<file path="src/rtl/wb_sel_pipe.sv">
// Writeback source select and load-extension stage with a registered output
// and a small FSM that holds the pipe while a multiply/divide result is pending.
module wb_sel_pipe #(
    parameter int unsigned WIDTH     = 32,
    parameter int unsigned RD_W      = 5,
    parameter int unsigned PC_OFFSET = 8
) (
    input  logic             clk,
    input  logic             reset,
    input  logic             in_valid,
    input  logic [2:0]       in_sel,
    input  logic [WIDTH-1:0] in_alu,
    input  logic [WIDTH-1:0] in_mem,
    input  logic [1:0]       in_addr_lo,
    input  logic [2:0]       in_ld_type,
    input  logic [WIDTH-1:0] in_pc,
    input  logic [15:0]      in_imm,
    input  logic [RD_W-1:0]  in_rd,
    input  logic [WIDTH-1:0] mdu_result,
    input  logic             mdu_done,
    input  logic             stall,
    input  logic             flush,
    output logic             wb_we,
    output logic [RD_W-1:0]  wb_rd,
    output logic [WIDTH-1:0] wb_data,
    output logic             stall_req
);

    typedef enum logic {
        IDLE,
        WAIT_MDU
    } state_t;

    state_t            state, state_nx;
    logic [RD_W-1:0]   rd_lat, rd_lat_nx;
    logic              we_nx;
    logic [RD_W-1:0]   rd_nx;
    logic [WIDTH-1:0]  data_nx;
    logic [7:0]        ld_byte;
    logic [15:0]       ld_half;
    logic [WIDTH-1:0]  mem_data;
    logic [WIDTH-1:0]  src_data;
    logic              mdu_req;

    always_comb begin
        ld_byte = in_mem[{in_addr_lo, 3'b000} +: 8];
        ld_half = in_mem[{in_addr_lo[1], 4'b0000} +: 16];
        case (in_ld_type)
            3'd1:    mem_data = {{(WIDTH-8){ld_byte[7]}}, ld_byte};
            3'd2:    mem_data = WIDTH'(ld_byte);
            3'd3:    mem_data = {{(WIDTH-16){ld_half[15]}}, ld_half};
            3'd4:    mem_data = WIDTH'(ld_half);
            default: mem_data = in_mem;
        endcase
    end

    // Reserved selects fall to zero data so the write path needs no extra mux.
    always_comb begin
        case (in_sel)
            3'd0:    src_data = in_alu;
            3'd1:    src_data = mem_data;
            3'd2:    src_data = in_pc + WIDTH'(PC_OFFSET);
            3'd3:    src_data = WIDTH'({in_imm, 16'h0000});
            3'd4:    src_data = mdu_result;
            default: src_data = '0;
        endcase
    end

    assign mdu_req   = in_valid && (in_sel == 3'd4) && !mdu_done;
    assign stall_req = ((state == IDLE) && mdu_req) ||
                       ((state == WAIT_MDU) && !mdu_done);

    always_comb begin
        state_nx  = state;
        rd_lat_nx = rd_lat;
        we_nx     = 1'b0;
        rd_nx     = wb_rd;
        data_nx   = wb_data;
        case (state)
            IDLE: begin
                if (mdu_req) begin
                    state_nx  = WAIT_MDU;
                    rd_lat_nx = in_rd;
                end else if (in_valid) begin
                    rd_nx   = in_rd;
                    data_nx = src_data;
                    we_nx   = (in_sel <= 3'd4) && (in_rd != '0);
                end
            end
            WAIT_MDU: begin
                if (mdu_done) begin
                    state_nx = IDLE;
                    rd_nx    = rd_lat;
                    data_nx  = mdu_result;
                    we_nx    = (rd_lat != '0);
                end
            end
            default: state_nx = IDLE;
        endcase
    end

    always_ff @(posedge clk) begin
        if (reset) begin
            state   <= IDLE;
            rd_lat  <= '0;
            wb_we   <= 1'b0;
            wb_rd   <= '0;
            wb_data <= '0;
        end else if (flush) begin
            state <= IDLE;
            wb_we <= 1'b0;
        end else if (!stall) begin
            state   <= state_nx;
            rd_lat  <= rd_lat_nx;
            wb_we   <= we_nx;
            wb_rd   <= rd_nx;
            wb_data <= data_nx;
        end
    end

endmodule

</file>
<file path="config.mk">
export PLATFORM = sky130hd
export DESIGN_NAME = wb_sel_pipe
export DESIGN_NICKNAME = d
export VERILOG_FILES = /design/src/rtl/wb_sel_pipe.sv
export SDC_FILE = /design/constraint.sdc
export NUM_CORES = 1
export LEC_CHECK = 0
export CAP_MARGIN = 20
export CELL_PAD_IN_SITES_DETAIL_PLACEMENT = 1
export CELL_PAD_IN_SITES_GLOBAL_PLACEMENT = 1
export CORE_UTILIZATION = 31
export DETAILED_ROUTE_END_ITERATION = 10
export PLACE_DENSITY = 0.95
export SLEW_MARGIN = 20
export SYNTH_ARGS = -nofsm -noshare
export SYNTH_HDL_FRONTEND = slang
export SYNTH_SLANG_ARGS = --single-unit
</file>
<file path="constraint.sdc">
create_clock -name clk -period 7.45 [get_ports clk]
set_input_delay 1.8625 -clock clk [delete_from_list [all_inputs] [get_ports clk]]
set_output_delay 1.8625 -clock clk [all_outputs]
set_load 0.05 [all_outputs]
</file>
==> impl_results.md <==
- Placement row count: 43
- EDFF count, synth: 0
- Die area: 14600 sq um
- WL met1: 8560 um
- Rel. slew slack: 31.4%
- Worst Path Max Fanout: 21
- Clk pin slew, worst setup/hold paths: 0.07 ns
- Worst EP required: 5.59 ns
- Highest Signal Layer: met4
- Distinct cells, synth: 62
- Final worst path period need: 5.84 ns
- WL/cell: 22.1 um
- Avg Inst Size Synth: 7.09 sq um
- Hold Slack: 0.480 ns
- Depth of the most critical reg-to-reg path: 7
- Critical path arrival: 3.97 ns
- Initial antenna violation count: 2
- Buffers & Inverters on Critical Path: 4
- Tcrit/Tclk final: 78.3%
- Die H: 121 um
- Port Buffers: 201
- DIE WIDTH: 121 um
- Vias in the first global route: 5876
- Met2 wire length: 10100 um
- Largest delay share family, worst path: buffers and inverters
- Post-route ant nets: 0
- Worst IR Drop VDD: 0.0840 mV
- First-pass GRT wire length: 32700 um
- Max-slew violation count: 0
- Fraction of layout cells with a size suffix above 1: 5.24%
- Pwr Density: 122 nW/um^2
- CP Class: input pin to output pin
- # DRC: 0
- Async set or reset register ratio after synthesis: 0%
- Final GP Congestion: 0.942
- Worst-Skew Late Latency: 0.29 ns
- Design Area, Final: 6680 sq um
- Routed wl met3: 1680 um
- Htree depth: 2
- DRT Wirelength: 21300 um
- Syn nets: 782
- Clock skew: 0.00349 ns
- Multi-input gate area: 3270 sq um
- Worst R2R Setup Slack: 4.25 ns
- Fin Setup TNS: 0 ns
- Slowest Stage Delay on Critical Path: 0.82 ns
- Final setup violation count: 0
- Hold path cells: 2
- Mapped Area: 4380 sq um
- Worst hold path class: flop to flop
- Most frequently used flop master after synthesis: dfxtp_1
- Overall Global Routing Usage: 28.9%
- Register bit total from synthesis: 44
- Leak: 2.17 nW
- Crit path launch type: input pin
- CP Capture Type: output pin
- Slowest-stage cell, CP: clkdlybuf4s50_1
- Core box area: 13800 sq um
- Clock Path Buffers: 2
- FF+latch area: 881 sq um
- Final #Nets: 945
- Area Growth Syn to Fin: 52.6%
- TritonRoute pass-1 iters: 5
- Hold buffer count at cts: 0
- Post-CTS setup repair buffer count: 0
- Sequential area share after synthesis: 20.1%
- Vias per cell: 6.13
- Status: completed
- Syn Inst Count: 618
- Starting density of the core: 31.7%
- Placed Area: 6510 sq um
- Final hold viol count: 0
- Critical path depth: 7
- CTS tree: built
- Detailed Route Iter0 Violations: 462
- CTS sink cnt: 44
- Fmax achieved: 171 MHz
- RSZ-0062 raised after global routing: no
- Num ports: 202
- Largest net degree at the start of global routing: 52
- DP HPWL: 16400 um
- CTS Buf Count: 5
- Number of fill cells in the layout: 1683
- Power Total: 813 uW
- Slew @ Worst Pin: 1.03 ns
- Ys Warns: 0
- Detailed-route via count: 5902
- CP cell instances: clkdlybuf4s50_1 > buf_4 > nor2_1 > buf_4 > a31oi_1 > nor2_1 > clkdlybuf4s50_1
- Post-CTS Resized: 0
- GR Overflow Total: 0
- Max-cap violations: 0
- Root Buffer: clkbuf_16
[through the flow]
step	utilization [%]	setup slack, ns	cells
2_1_floorplan	-	2.21	618
3_3_place_gp	47.1	1.69	954
3_5_place_dp	47.1	1.64	954
4_1_cts	48.3	1.63	962
5_1_grt	48.3	1.52	962
6_report	48.3	1.61	963
[tightest hold or removal path, cell delays in order (launching register included)]
cell and delay [ns]:
dfxtp_1 0.32, nand2_1 0.06, a21oi_1 0.05
[layout make-up]
| type | count | share of cell area, % |
|---|---|---|
| Inverter | 8 | 0.449 |
| Timing Repair Buffer | 213 | 31.5 |
| Tap cell | 180 | 3.37 |
| Sequential cell | 44 | 13.2 |
| Clock inverter | 3 | 0.693 |
| Clock buffer | 5 | 1.87 |
| Antenna cell | 1 | 0.0375 |
| Multi-Input combinational cell | 509 | 48.9 |
[kinds of logic (layout without fill, tap and decap cells)]
kind of cell,Yosys count,in the layout,synth area share [%]
XOR/XNOR,12,12,2.40
adder cells (fa/ha/maj),1,1,0.286
flip-flops,44,44,20.1
buffers and inverters,65,229,5.69
AO/OA/AOI/OAI,234,234,35.5
other,0,1,0
AND/OR/NAND/NOR,234,234,29.1
multiplexers,28,28,6.86
[sequential cells by signal (all words and copies together), names as in the netlist]
register,count
wb_rd,5
wb_we,1
wb_data,32
state,1
rd_lat,5
[cell usage in the layout (no fill, tap or decap), types with 3 or more instances in the layout]
master and n:
o31a_1 3, xnor2_1 7, a22oi_1 15, xor2_1 5, o21a_1 5, nor3_1 47, o2bb2ai_1 4, a2111oi_0 4
clkdlybuf4s50_1 201, a21o_1 3, a221oi_1 13, mux2_2 6, and4_1 3, or4_1 8, nand2_1 36, a21boi_0 6
a211oi_1 14, a311oi_1 22, nor2b_1 35, or3_1 4, dfxtp_1 44, clkbuf_16 5, a21oi_1 65, and3_1 6
nand4_1 8, o211ai_1 5, o21ai_0 48, o221ai_1 6, inv_1 8, nor4_1 10, buf_4 12, nand3_1 17
nor2_1 33, and2_1 3, nand2b_1 10, a2bb2oi_1 4, mux2i_1 21
[synth_stat cells (2+ instances only)]
master / n / area share [%]
dfxtp_1: 44 / 20
a2bb2oi_1: 4 / 0.80
clkbuf_1: 50 / 4.3
o221ai_1: 6 / 1.2
buf_2: 3 / 0.34
nor4_1: 11 / 1.6
o311a_1: 2 / 0.46
a21oi_1: 65 / 7.4
o211ai_1: 5 / 0.86
a2111oi_0: 4 / 0.80
nor3_1: 48 / 5.5
nor2b_1: 36 / 5.1
buf_1: 3 / 0.26
a21o_1: 3 / 0.51
or4_1: 9 / 1.5
nand2_1: 36 / 3.1
and4_1: 3 / 0.60
a211oi_1: 14 / 2.4
mux2i_1: 21 / 4.8
o22ai_1: 2 / 0.29
o21ai_0: 48 / 5.5
o2bb2ai_1: 4 / 0.80
nand2b_1: 10 / 1.4
o21a_1: 5 / 0.86
nor2_1: 33 / 2.8
inv_1: 8 / 0.69
or3_1: 4 / 0.57
and2_1: 3 / 0.43
o31a_1: 3 / 0.60
xnor2_1: 7 / 1.4
mux2_2: 6 / 1.5
xor2_1: 5 / 1.0
and3_1: 6 / 0.86
o41ai_1: 2 / 0.40
a221oi_1: 13 / 2.6
a31oi_1: 2 / 0.29
nand4_1: 8 / 1.1
nand3_1: 17 / 1.9
a311oi_1: 22 / 4.4
nor3b_1: 2 / 0.34
a21boi_0: 6 / 1.0
a22oi_1: 15 / 2.6
[metal layers]
layer,GRT usage (%),vias to the layer above
met2,48.6,298
met5,0,-
met4,13.7,0
met3,4.93,66
li1,-,2705
met1,35.7,2833
[worst paths after layout]
| check | start | end |
|---|---|---|
| setup reg to reg | state$_SDFFE_PP0N_ | wb_data[31]$_SDFFE_PP0P_ |
| setup / recovery | in_sel[1] | stall_req |
| hold / removal | rd_lat[4]$_SDFFE_PP0P_ | rd_lat[4]$_SDFFE_PP0P_ |
| hold reg to reg | rd_lat[4]$_SDFFE_PP0P_ | rd_lat[4]$_SDFFE_PP0P_ |
[power by group]
group | switching [mW] | leakage (nW) | internal [mW]
registers | 0.00518 | 0.357 | 0.243
clock network | 0.108 | 0.0804 | 0.160
logic | 0.159 | 1.73 | 0.137
total | 0.273 | 2.17 | 0.540
Power figures use the tool's default switching activity.
